File: src/rtl/core_pkg.sv
// Shared RV32 core definitions: load/store func3 codes, the data-memory FSM
// encoding and the default ack timeout, plus small legality helpers.
package core_pkg;

  localparam logic [2:0] F3_B  = 3'd0;
  localparam logic [2:0] F3_H  = 3'd1;
  localparam logic [2:0] F3_W  = 3'd2;
  localparam logic [2:0] F3_BU = 3'd4;
  localparam logic [2:0] F3_HU = 3'd5;

  localparam int TIMEOUT_CYC_DEF = 64;

  typedef enum logic [1:0] {
    ST_IDLE = 2'd0,
    ST_REQ  = 2'd1,
    ST_DONE = 2'd2
  } dmem_state_e;

  // Stores only know B/H/W; loads additionally have the unsigned variants.
  function automatic logic f3_legal(input logic is_store, input logic [2:0] f3);
    if (is_store) return (f3 == F3_B) || (f3 == F3_H) || (f3 == F3_W);
    return (f3 == F3_B) || (f3 == F3_H) || (f3 == F3_W) || (f3 == F3_BU) || (f3 == F3_HU);
  endfunction

  function automatic logic addr_aligned(input logic [2:0] f3, input logic [1:0] lo);
    case (f3[1:0])
      2'd1:    return ~lo[0];
      2'd2:    return (lo == 2'b00);
      default: return 1'b1;
    endcase
  endfunction

endpackage

File: src/rtl/dmem_lane_align.sv
// Combinational byte-lane logic: byte enables and store replication for the
// outgoing request, lane select and sign/zero extension for returning loads.
module dmem_lane_align
  import core_pkg::*;
(
  input  logic [1:0]  req_addr_lo,
  input  logic [1:0]  req_size,
  input  logic [31:0] st_data,
  output logic [3:0]  req_be,
  output logic [31:0] req_wdata,
  input  logic [1:0]  ld_addr_lo,
  input  logic [2:0]  ld_func3,
  input  logic [31:0] ld_rdata,
  output logic [31:0] ld_data
);

  logic [31:0] ld_shifted;

  always_comb begin
    req_be    = 4'b1111;
    req_wdata = st_data;
    case ({1'b0, req_size})
      F3_B: begin
        req_be    = 4'b0001 << req_addr_lo;
        req_wdata = {4{st_data[7:0]}};
      end
      F3_H: begin
        req_be    = 4'b0011 << {req_addr_lo[1], 1'b0};
        req_wdata = {2{st_data[15:0]}};
      end
      default: ;
    endcase
  end

  // Shift the addressed lane down to bit 0 before extending.
  always_comb begin
    ld_shifted = ld_rdata >> {ld_addr_lo, 3'b000};
    ld_data    = ld_rdata;
    case (ld_func3)
      F3_B:    ld_data = {{24{ld_shifted[7]}}, ld_shifted[7:0]};
      F3_H:    ld_data = {{16{ld_shifted[15]}}, ld_shifted[15:0]};
      F3_BU:   ld_data = {24'd0, ld_shifted[7:0]};
      F3_HU:   ld_data = {16'd0, ld_shifted[15:0]};
      F3_W:    ld_data = ld_rdata;
      default: ld_data = ld_rdata;
    endcase
  end

endmodule

File: src/rtl/dmem_access_ctrl.sv
// MEM-stage data-memory access controller: req/ack FSM with pipeline stall,
// ack timeout, misalignment and access-fault reporting.
module dmem_access_ctrl
  import core_pkg::*;
#(
  parameter int TIMEOUT_CYC = TIMEOUT_CYC_DEF
) (
  input  logic        clk,
  input  logic        rstn,
  input  logic        me_mem_read,
  input  logic        me_mem_write,
  input  logic [31:0] me_alu_o,
  input  logic [31:0] me_regs_data2,
  input  logic [2:0]  me_func3_code,
  input  logic [1:0]  me_priv_mode,
  output logic        mem_stall,
  output logic        dmem_req,
  output logic        dmem_we,
  output logic [31:0] dmem_addr,
  output logic [3:0]  dmem_be,
  output logic [31:0] dmem_wdata,
  output logic [1:0]  dmem_priv,
  input  logic        dmem_ack,
  input  logic        dmem_err,
  input  logic [31:0] dmem_rdata,
  output logic        wb_load_valid,
  output logic [31:0] wb_load_data,
  output logic        exc_misalign,
  output logic        exc_access_fault,
  output logic [1:0]  dbg_state
);

  localparam logic [7:0] TO_LAST = 8'(TIMEOUT_CYC - 1);

  // Handshake: dmem_req and all request fields stay constant from REQ entry
  // until the cycle dmem_ack is seen (or the timeout fires); dmem_ack is a
  // single-cycle completion and is ignored outside REQ.
  dmem_state_e state_q, state_d;
  logic [7:0]  cnt_q, cnt_d;
  logic        req_q, req_d, we_q, we_d, fault_q, fault_d, wbv_q, wbv_d;
  logic [31:0] addr_q, addr_d, wdata_q, wdata_d, wbd_q, wbd_d;
  logic [3:0]  be_q, be_d;
  logic [1:0]  priv_q, priv_d, lo_q, lo_d;
  logic [2:0]  f3_q, f3_d;
  logic        access, legal, aligned, start;
  logic [3:0]  lane_be;
  logic [31:0] lane_wdata, lane_ld;

  dmem_lane_align u_lane (
    .req_addr_lo (me_alu_o[1:0]),
    .req_size    (me_func3_code[1:0]),
    .st_data     (me_regs_data2),
    .req_be      (lane_be),
    .req_wdata   (lane_wdata),
    .ld_addr_lo  (lo_q),
    .ld_func3    (f3_q),
    .ld_rdata    (dmem_rdata),
    .ld_data     (lane_ld)
  );

  always_comb begin
    access  = me_mem_read | me_mem_write;
    legal   = f3_legal(me_mem_write, me_func3_code);
    aligned = addr_aligned(me_func3_code, me_alu_o[1:0]);
    start   = access & legal & aligned;

    state_d = state_q;
    cnt_d   = cnt_q;
    req_d   = req_q;
    we_d    = we_q;
    addr_d  = addr_q;
    be_d    = be_q;
    wdata_d = wdata_q;
    priv_d  = priv_q;
    lo_d    = lo_q;
    f3_d    = f3_q;
    wbd_d   = wbd_q;
    wbv_d   = 1'b0;
    fault_d = 1'b0;

    case (state_q)
      ST_IDLE: begin
        if (start) begin
          state_d = ST_REQ;
          cnt_d   = 8'd0;
          req_d   = 1'b1;
          we_d    = me_mem_write;
          addr_d  = {me_alu_o[31:2], 2'b00};
          be_d    = lane_be;
          wdata_d = lane_wdata;
          priv_d  = me_priv_mode;
          lo_d    = me_alu_o[1:0];
          f3_d    = me_func3_code;
        end
      end
      ST_REQ: begin
        if (dmem_ack) begin
          state_d = ST_DONE;
          req_d   = 1'b0;
          fault_d = dmem_err;
          wbv_d   = ~dmem_err & ~we_q;
          if (~dmem_err & ~we_q) wbd_d = lane_ld;
        end else if (cnt_q == TO_LAST) begin
          state_d = ST_DONE;
          req_d   = 1'b0;
          fault_d = 1'b1;
        end else if (cnt_q != 8'hFF) begin
          cnt_d = cnt_q + 8'd1;
        end
      end
      ST_DONE: state_d = ST_IDLE;
      default: state_d = ST_IDLE;
    endcase
  end

  always_ff @(posedge clk) begin
    if (!rstn) begin
      state_q <= ST_IDLE;
      cnt_q   <= '0;
      req_q   <= 1'b0;
      we_q    <= 1'b0;
      addr_q  <= '0;
      be_q    <= '0;
      wdata_q <= '0;
      priv_q  <= '0;
      lo_q    <= '0;
      f3_q    <= '0;
      wbd_q   <= '0;
      wbv_q   <= 1'b0;
      fault_q <= 1'b0;
    end else begin
      state_q <= state_d;
      cnt_q   <= cnt_d;
      req_q   <= req_d;
      we_q    <= we_d;
      addr_q  <= addr_d;
      be_q    <= be_d;
      wdata_q <= wdata_d;
      priv_q  <= priv_d;
      lo_q    <= lo_d;
      f3_q    <= f3_d;
      wbd_q   <= wbd_d;
      wbv_q   <= wbv_d;
      fault_q <= fault_d;
    end
  end

  // DONE deliberately drops the stall so the pipeline advances exactly once.
  assign mem_stall        = rstn & (((state_q == ST_IDLE) & start) | (state_q == ST_REQ));
  assign exc_misalign     = rstn & (state_q == ST_IDLE) & access & legal & ~aligned;
  assign exc_access_fault = rstn & (((state_q == ST_IDLE) & access & ~legal) | fault_q);
  assign dmem_req         = req_q;
  assign dmem_we          = we_q;
  assign dmem_addr        = addr_q;
  assign dmem_be          = be_q;
  assign dmem_wdata       = wdata_q;
  assign dmem_priv        = priv_q;
  assign wb_load_valid    = wbv_q;
  assign wb_load_data     = wbd_q;
  assign dbg_state        = state_q;

endmodule
File: config.mk
export PLATFORM = sky130hd
export DESIGN_NAME = dmem_access_ctrl
export DESIGN_NICKNAME = d
export VERILOG_FILES = /design/src/rtl/core_pkg.sv /design/src/rtl/dmem_lane_align.sv /design/src/rtl/dmem_access_ctrl.sv
export SDC_FILE = /design/constraint.sdc
export NUM_CORES = 1
export LEC_CHECK = 0
export ABC_AREA = 1
export ABC_CLOCK_PERIOD_IN_PS = 4820
export BUFFER_PORTS_ARGS = -buffer_cell sky130_fd_sc_hd__buf_2
export CORE_MARGIN = 3
export CORE_UTILIZATION = 50
export CTS_CLUSTER_DIAMETER = 30
export DETAILED_ROUTE_END_ITERATION = 6
export PLACE_DENSITY = 0.83
export REMOVE_ABC_BUFFERS = 1
export SYNTH_ARGS = -nofsm -noshare
export SYNTH_HDL_FRONTEND = slang
export SYNTH_HIERARCHICAL = 1
export SYNTH_SLANG_ARGS = --single-unit
File: constraint.sdc
create_clock -name clk -period 4.82 [get_ports clk]
set_input_delay 0.964 -clock clk [delete_from_list [all_inputs] [get_ports clk]]
set_output_delay 0.964 -clock clk [all_outputs]
set_load 0.02 [all_outputs]
==> qor.csv, run 1 <==
metric,value,unit
outcome,finished clean,
pwr-share-clk,0.445,
end_kind,output pin,
hold_buffers,0,
period_share,0.684,
worstMarginPinSlew,1.09,ns
hold_viol,0,
cts_setup_buffers,0,
ys.warnings.count,6,
vias,6273,
die_x,117,µm
clkLatencyLatePin,0.42,ns
ys_ff_latch,119,
drt_pre_antenna_iters,6,
p_per_area,385,nW/µm²
dieHeight,117,µm
worstHoldPathCells,2,
routedWlPerCell,13.3,µm
cts_buffers,17,
final_common_cell,buf_2,
seq_power_share,0.370,
relSlewSlack,0.274,
multi_input_area,2910,µm²
place.gp.congestion,0.824,
grt_max_degree,131,
numPortBuffers,214,
io_pins,217,
postSynthAreaPerCell,6.81,µm²
dp_hpwl,11600,µm
hp-class,reg2reg,
power_leakage,3.68,nW
n_fill_cell,1113,
ant_nets,0,
critPathLaunchType,input port,
maxCapViolCount,0,
final_max_slew_viol_count,0,
grt_pass1_wl,27700,µm
ff2ff_path_depth,9,
cts_resized,0,
post-place-ws,1.50,ns
core_area,12100,µm²
track_usage,0.244,
cp_data_arrival_time,2.33,ns
hp-start,dmem_wdata[13],
internal-power,0.00211,W
grt_pass1_vias,5803,
cts_tree,yes,
max_freq,303,MHz
drc,0,
path_max_fanout,22,
crit_required,3.86,ns
viasPerCell,4.95,
path_class,in2out,
dieArea,13800,µm²
syn-cell-area,6200,µm²
p_sw,0.000853,W
critPathLaunch,me_func3_code[0],
seq_area,2380,µm²
drt-initial-drc-count,413,
utilization,0.639,
post-route-min-period,3.30,ns
num_rows,40,
nets,1198,
synthCells,911,
clk_pin_slew,0.05,ns
tns,0,ns
start_util,0.514,
rsz0062_at_grt,false,
antenna_found_initial,1,
cts.htree.levels,4,
setup-violations-final,0,
r2r-start,lo_q[0],
synth_cell_type_count,33,
p_comb_frac,0.185,
power_switching_share,0.288,
worst_slack,1.52,ns
wl,16900,µm
areaGrowthSynthToFinish,24.3,%
cts_num_sinks,119,
grt-ovfl-total,0,
clock_skew,0.00661,ns
most-common-layout-cells,"214 x buf_2, 186 x nand2_1, 121 x inv_1, 119 x dfxtp_1, 114 x o21ai_0",
yosysSeqAreaShare,0.384,
drive_gt1_frac,0.266,
clock_path_buffers,2,
max-vdd-ir-drop,377,µV
root_buffer,clkbuf_16,
[layer usage]
| metal | track usage | vias up | wire length (µm) |
|---|---|---|---|
| met5 | 0 | - | 0 |
| met4 | 0.121 | 0 | 630 |
| met3 | 0.0583 | 51 | 1010 |
| met2 | 0.404 | 223 | 7990 |
| met1 | 0.297 | 2778 | 7280 |
| li1 | - | 3221 | - |
[logic make-up after synthesis]
family / Yosys count / share of synthesized area
other: 1 / 0.000605
buffers and inverters: 189 / 0.148
XOR/XNOR: 1 / 0.00141
AO/OA/AOI/OAI: 228 / 0.191
adder cells (fa/ha/maj): 4 / 0.00807
AND/OR/NAND/NOR: 369 / 0.267
flip-flops: 119 / 0.384
[power groups by stage]
stage / clock network (W) / logic (W) / registers [W]
final: 0.00132 / 0.000550 / 0.00110
after detailed placement: 0 / 0.000545 / 0.00112
after CTS: 0.00134 / 0.000550 / 0.00110
after global placement: 0 / 0.000535 / 0.00111
after global routing: 0.00139 / 0.000617 / 0.00110
after floorplan: 0 / 0.000264 / 0.00119
[worst max-delay path, stage by stage]
cell and delay, ns:
buf_2 0.20, inv_1 0.09, ha_1 0.29, nand3_1 0.17
nand3_4 0.23, a21oi_1 0.20, buf_2 0.18
[final cells by class]
| cell class | count | share of cell area |
|---|---|---|
| clock inverter | 12 | 0.0229 |
| inverter | 127 | 0.0631 |
| timing repair buffer | 218 | 0.143 |
| antenna | 1 | 0.000325 |
| clock buffer | 19 | 0.0574 |
| multi-input combinational | 604 | 0.377 |
| tap | 168 | 0.0273 |
| sequential | 119 | 0.309 |
[sequential cells by signal, indices dropped and copies added, names as in the netlist]
name,count
cnt_q,8
dbg_state,2
dmem_addr,30
dmem_be,4
dmem_priv,2
dmem_req,1
dmem_wdata,32
dmem_we,1
f3_q,3
fault_q,1
lo_q,2
wb_load_data,32
wb_load_valid,1
[path summary, 6_finish.rpt]
path / to / slack (ns)
setup / recovery: mem_stall / 1.52
setup reg to reg: wb_load_data[20] / 2.26
hold / removal: dmem_wdata[13] / 0.44
hold reg to reg: dmem_wdata[13] / 0.44
[cell usage after synthesis (all sizes together)]
| library cell | instances | area (µm²) |
|---|---|---|
| a211oi | 1 | 12.5 |
| a21oi | 89 | 453 |
| a32o | 1 | 10.0 |
| buf | 34 | 315 |
| clkbuf | 28 | 115 |
| conb | 1 | 3.75 |
| dfxtp | 119 | 2380 |
| ha | 4 | 50.1 |
| inv | 127 | 487 |
| nand2 | 207 | 855 |
| nand3 | 36 | 245 |
| nand4 | 8 | 50.1 |
| nor2 | 115 | 485 |
| nor3 | 3 | 20.0 |
| o211ai | 10 | 75.1 |
| o21ai | 127 | 636 |
| xnor2 | 1 | 8.76 |
[through the flow]
step	total power [W]	instances	hold slack [ns]	instance area, µm²
floorplan	0.00146	850	0.459	5780
CTS	0.00299	1267	0.441	7710
finish	0.00297	1268	0.439	7710
detailed placement	0.00166	1236	0.433	7090
global route	0.00311	1268	0.453	7710
global placement	0.00165	1236	0.429	7090
Power figures use the tool's default switching activity.
==> inputs of run 2 (changes only) <==
ABC_CLOCK_PERIOD_IN_PS = 3000   (was 4820)
CORE_UTILIZATION = 46   (was 50)
PLACE_DENSITY = 0.8   (was 0.83)
clock period = 3 ns   (was 4.82 ns; I/O delays follow)
==> run 2 against run 1 <==
Net effect:
- largest cell class unchanged
- worst setup slack got worse by 0.89 ns
- register-to-register slack got worse by 1.3 ns
- highest routed layer unchanged
- routed wire length increased by 1.1%
- sequential power increased by 59%
- critical path type unchanged
==> qor.csv, run 2 (same netlist as run 1, synthesis figures left out) <==
metric,value,unit,change
most-common-layout-cells,"214 x buf_2, 186 x nand2_1, 121 x inv_1, 119 x dfxtp_1, 114 x o21ai_0",,
worstMarginPinSlew,0.929,ns,-0.161 ns
start_util,0.482,,-0.0325
n_fill_cell,1217,,+9.3%
hold_buffers,0,,unchanged
relSlewSlack,0.381,,+0.107
path_class,in2out,,
r2r_slack,0.99,ns,-1.27 ns
root_buffer,clkbuf_16,,
track_usage,0.223,,-0.0212
drt_pre_antenna_iters,5,,-1
placed_cells_incl_taps,1245,,+0.73%
routedWlPerCell,13.4,µm,+0.27%
clkLatencyLatePin,0.41,ns,about the same
io_pins,217,,unchanged
areaGrowthSynthToFinish,24.8,%,
hold_viol,0,,unchanged
grt_pass1_wl,26500,µm,-4.3%
num_rows,41,,+2.5%
die_x,122,µm,+4.0%
grt_max_degree,151,,+15%
setup-violations-final,0,,unchanged
numPortBuffers,214,,unchanged
rr_endpoint,wb_load_data[6],,
clock_skew,0.00893,ns,+0.00232 ns
critPathLaunchType,input port,,
critPathLaunch,me_func3_code[0],,
grt_use_met1,0.272,,-0.0256
wl,17100,µm,+1.1%
period_share,0.790,,
timing.hold.ws,0.440,ns,+0.00115 ns
cts_resized,0,,unchanged
ff2ff_path_depth,7,,-2
rsz0062_at_grt,false,,
grt.busiest_layer,met2,,
nets,1203,,+0.42%
clk_pin_slew,0.05,ns,about the same
outcome,finished clean,,
r2r-start,dbg_state[0],,
cts_num_sinks,119,,unchanged
core_area,12900,µm²,+6.8%
dpl-instance-area,7140,µm²,+0.78%
end_kind,output pin,,
drc,0,,unchanged
place.gp.congestion,0.891,,+8.1%
worstHoldPathCells,2,,unchanged
drt-initial-drc-count,448,,+8.5%
hp-start,dmem_wdata[5],,
ant_nets,0,,unchanged
clock_path_buffers,2,,unchanged
cts_tree,yes,,
maxCapViolCount,0,,unchanged
grt_pass1_vias,5676,,-2.2%
dp_hpwl,11800,µm,+2.4%
drive_gt1_frac,0.268,,+0.00242
p_per_area,606,nW/µm²,+58%
grt-ovfl-total,0,,unchanged
crit_required,2.40,ns,-1.46 ns
path_max_fanout,11,,-50%
seq_area,2380,µm²,unchanged
dieArea,14900,µm²,+8.2%
final_max_slew_viol_count,0,,unchanged
cts_buffers,17,,unchanged
multi_input_area,2910,µm²,unchanged
postLayoutCellArea,7740,µm²,+0.44%
dieHeight,122,µm,+4.0%
max-vdd-ir-drop,431,µV,+14%
antenna_found_initial,2,,+1
hp-class,reg2reg,,
layout.cells.non_filler,1278,,+0.79%
post-route-min-period,2.37,ns,
cts.htree.levels,4,,unchanged
power_leakage,3.69,nW,+0.42%
use_met2,0.369,,-0.0341
viasPerCell,4.88,,-1.3%
gr-usage-met3,0.0534,,-0.00495
cts_setup_buffers,0,,unchanged
vias,6241,,-0.51%
hold_end,dmem_wdata[5],,
tns,0,ns,unchanged
final_common_cell,buf_2,,
max_freq,422,MHz,
cp_data_arrival_time,1.77,ns,-0.56 ns
## run 2: layout make-up
cell class	instances	share of cell area
multi-input combinational	604	0.376
sequential	119	0.308
timing repair buffer	223	0.149
inverter	127	0.0629
clock buffer	20	0.0577
tap	172	0.0278
clock inverter	11	0.0192
antenna	2	0.000646
## run 2: worst max path at each step
| stage | end | slack [ns] | cells after the start |
|---|---|---|---|
| detailed placement | dmem_wdata[0] | 0.61 | 11 |
| finish | mem_stall | 0.63 | 7 |
| floorplan | mem_stall | -0.09 | 8 |
| global route | mem_stall | 0.53 | 7 |
| global placement | mem_stall | 0.65 | 7 |
| CTS | mem_stall | 0.62 | 7 |
## run 2: worst max-delay path, cell delays in order
cell and delay (ns):
buf_2 0.21, inv_1 0.09, ha_1 0.29, nand3_1 0.17, nand3_4 0.11, a21oi_1 0.12
buf_2 0.17
## run 2: layer usage
layer  share of wire  vias to the layer above
met5               0                        -
met4           0.022                        0
met3           0.060                       34
met2            0.49                      211
met1            0.43                     2756
li1                -                     3240
## run 2: power by group
group | internal [W] | switching [W] | leakage (nW)
Sequential | 0.00169 | 0.0000603 | 0.971
Combinational | 0.000307 | 0.000594 | 2.44
Clock | 0.00132 | 0.000717 | 0.283
Total | 0.00332 | 0.00137 | 3.69
## run 2: stage by stage
stage,setup WS (ns),power [W],util
finish,0.629,0.00469,0.601
global route,0.526,0.00491,0.601
CTS,0.624,0.00473,0.601
detailed placement,0.608,0.00268,0.555
global placement,0.649,0.00266,0.555
floorplan,-0.0938,0.00234,-
==> inputs of run 3 (changes only) <==
ABC_CLOCK_PERIOD_IN_PS = 2200   (was 3000)
CORE_UTILIZATION = 50   (was 46)
PLACE_DENSITY = 0.83   (was 0.8)
clock period = 2.2 ns   (was 3 ns; I/O delays follow)
==> run 3 against run 2 <==
Net effect:
- sequential cell count unchanged
- register-to-register slack got worse by 0.57 ns
- first-iteration DRC count rose by 17%
- power is 37% higher
- combinational power increased by 40%
- final cell count is 0.55% higher
- largest power group unchanged
- highest routed layer unchanged
==> qor.csv, run 3 (same netlist as run 1, synthesis figures left out) <==
metric,value,unit,change
outcome,finished clean,,
power_switching_share,0.309,,+0.0168
numPortBuffers,214,,unchanged
wl,17300,µm,+1.4%
internal-power,0.00444,W,+34%
r2r_slack,0.42,ns,-0.57 ns
path_max_fanout,3,,-8
track_usage,0.251,,+0.0282
utilization,0.651,,+0.0496
p_total,0.00642,W,+37%
power_leakage,3.75,nW,+1.5%
cts_tree,yes,,
clock_path_buffers,2,,unchanged
worstMarginPinSlew,0.536,ns,-0.393 ns
cp_data_arrival_time,1.51,ns,-0.26 ns
hold_viol,0,,unchanged
crit_required,1.76,ns,-0.64 ns
seq_area,2380,µm²,unchanged
cpPeakStageDelay,0.17,ns,-0.12 ns
post-place-ws,0.232,ns,-0.376 ns
ant_nets,0,,unchanged
seq_power_share,0.373,,about the same
grt-ovfl-total,0,,unchanged
final_max_slew_viol_count,0,,unchanged
grt.busiest_layer,met2,,
clock_skew,0.00594,ns,-0.00299 ns
setup-violations-final,0,,unchanged
cts_resized,0,,unchanged
routedWlPerCell,13.5,µm,+0.85%
areaGrowthSynthToFinish,26.6,%,
num_rows,40,,-2.4%
grt_max_degree,65,,-57%
cts_setup_buffers,0,,unchanged
multi_input_area,2910,µm²,unchanged
clkLatencyLatePin,0.42,ns,about the same
gr-usage-met3,0.0632,,+0.00977
p_per_area,817,nW/µm²,+35%
cts_num_sinks,119,,unchanged
timing.hold.ws,0.292,ns,-0.148 ns
final_common_cell,buf_2,,
maxCapViolCount,0,,unchanged
clk_pin_slew,0.06,ns,about the same
start_util,0.514,,+0.0325
core_area,12100,µm²,-6.3%
use_met2,0.415,,+0.0456
cts.htree.levels,4,,unchanged
rsz0062_at_grt,false,,
nets,1214,,+0.91%
place.gp.congestion,0.891,,about the same
p_comb_frac,0.197,,+0.005
grt_pass1_vias,5860,,+3.2%
dieArea,13800,µm²,-7.6%
cts_buffers,17,,unchanged
most-common-layout-cells,"214 x buf_2, 186 x nand2_1, 121 x inv_1, 119 x dfxtp_1, 114 x o21ai_0",,
tns,0,ns,unchanged
grt_use_met1,0.312,,+0.0405
grt_pass1_wl,28300,µm,+6.9%
worst_slack,0.246,ns,-0.383 ns
io_pins,217,,unchanged
dieHeight,117,µm,-3.9%
max-vdd-ir-drop,498,µV,+15%
critical_path.cell_chain,buf_2 > inv_1 > ha_1 > nand2_1 > nand2_1 > nand2_2 > nor2_4 > nand3_4 > a21oi_1 > buf_2,,
relSlewSlack,0.643,,+0.262
path_class,in2out,,
p_sw,0.00198,W,+45%
post-route-min-period,1.95,ns,
viasPerCell,4.96,,+1.6%
max_freq,512,MHz,
hold_buffers,0,,unchanged
drt_pre_antenna_iters,5,,unchanged
hp-class,in2reg,,
critPathSlowestCell,ha_1,,
drt-initial-drc-count,524,,+17%
period_share,0.888,,
antenna_found_initial,1,,-1
root_buffer,clkbuf_16,,
end_kind,output pin,,
drc,0,,unchanged
n_fill_cell,1090,,-10%
pwr-share-clk,0.430,,-0.005
drive_gt1_frac,0.278,,+0.00966
dp_hpwl,12200,µm,+2.9%
vias,6377,,+2.2%
die_x,117,µm,-3.9%
critPathLaunchType,input port,,
run 3: final timing paths:
kind,start,to,depth (start not counted)
min,me_alu_o[27],dmem_addr[27],3
max,me_func3_code[0],mem_stall,10
max reg2reg,lo_q[0],wb_load_data[16],9
min reg2reg,dmem_addr[3],dmem_addr[3],2
run 3: area by class of cell:
cell class / count / share of cell area
flip-flops and latches: 119 / 0.303
diodes: 1 / 0.000319
inverters: 127 / 0.0620
well taps: 168 / 0.0268
clock buffers: 17 / 0.0542
multi-input cells: 604 / 0.370
repair buffers: 234 / 0.162
clock inverters: 15 / 0.0212
run 3: power by group through the flow:
stage | logic [W] | registers [W] | clock network (W)
final | 0.00126 | 0.00239 | 0.00276
after global routing | 0.00141 | 0.00241 | 0.00290
after CTS | 0.00126 | 0.00239 | 0.00280
after detailed placement | 0.00125 | 0.00244 | 0
after global placement | 0.00123 | 0.00243 | 0
after floorplan | 0.000579 | 0.00262 | 0
run 3: through the flow:
| step | std cells | instance area (µm²) |
|---|---|---|
| 3_5_place_dp | 1252 | 7260 |
| 2_1_floorplan | 850 | 5780 |
| 6_report | 1285 | 7850 |
| 5_1_grt | 1285 | 7850 |
| 3_3_place_gp | 1252 | 7260 |
| 4_1_cts | 1284 | 7850 |
run 3: per-layer routing:
layer  vias up  wire length [µm]  share of wire
met5         -                 0              0
li1       3265                 -              -
met4         0               388          0.022
met2       218              8520           0.49
met1      2860              7310           0.42
met3        34              1110          0.064
run 3: critical path, delay by kind of cell:
kind	cells	cell delay [ns]
buffers and inverters	3	0.36
adders and majority gates	1	0.17
and+or+nand+nor	5	0.41
AOI/OAI and AO/OA	1	0.12
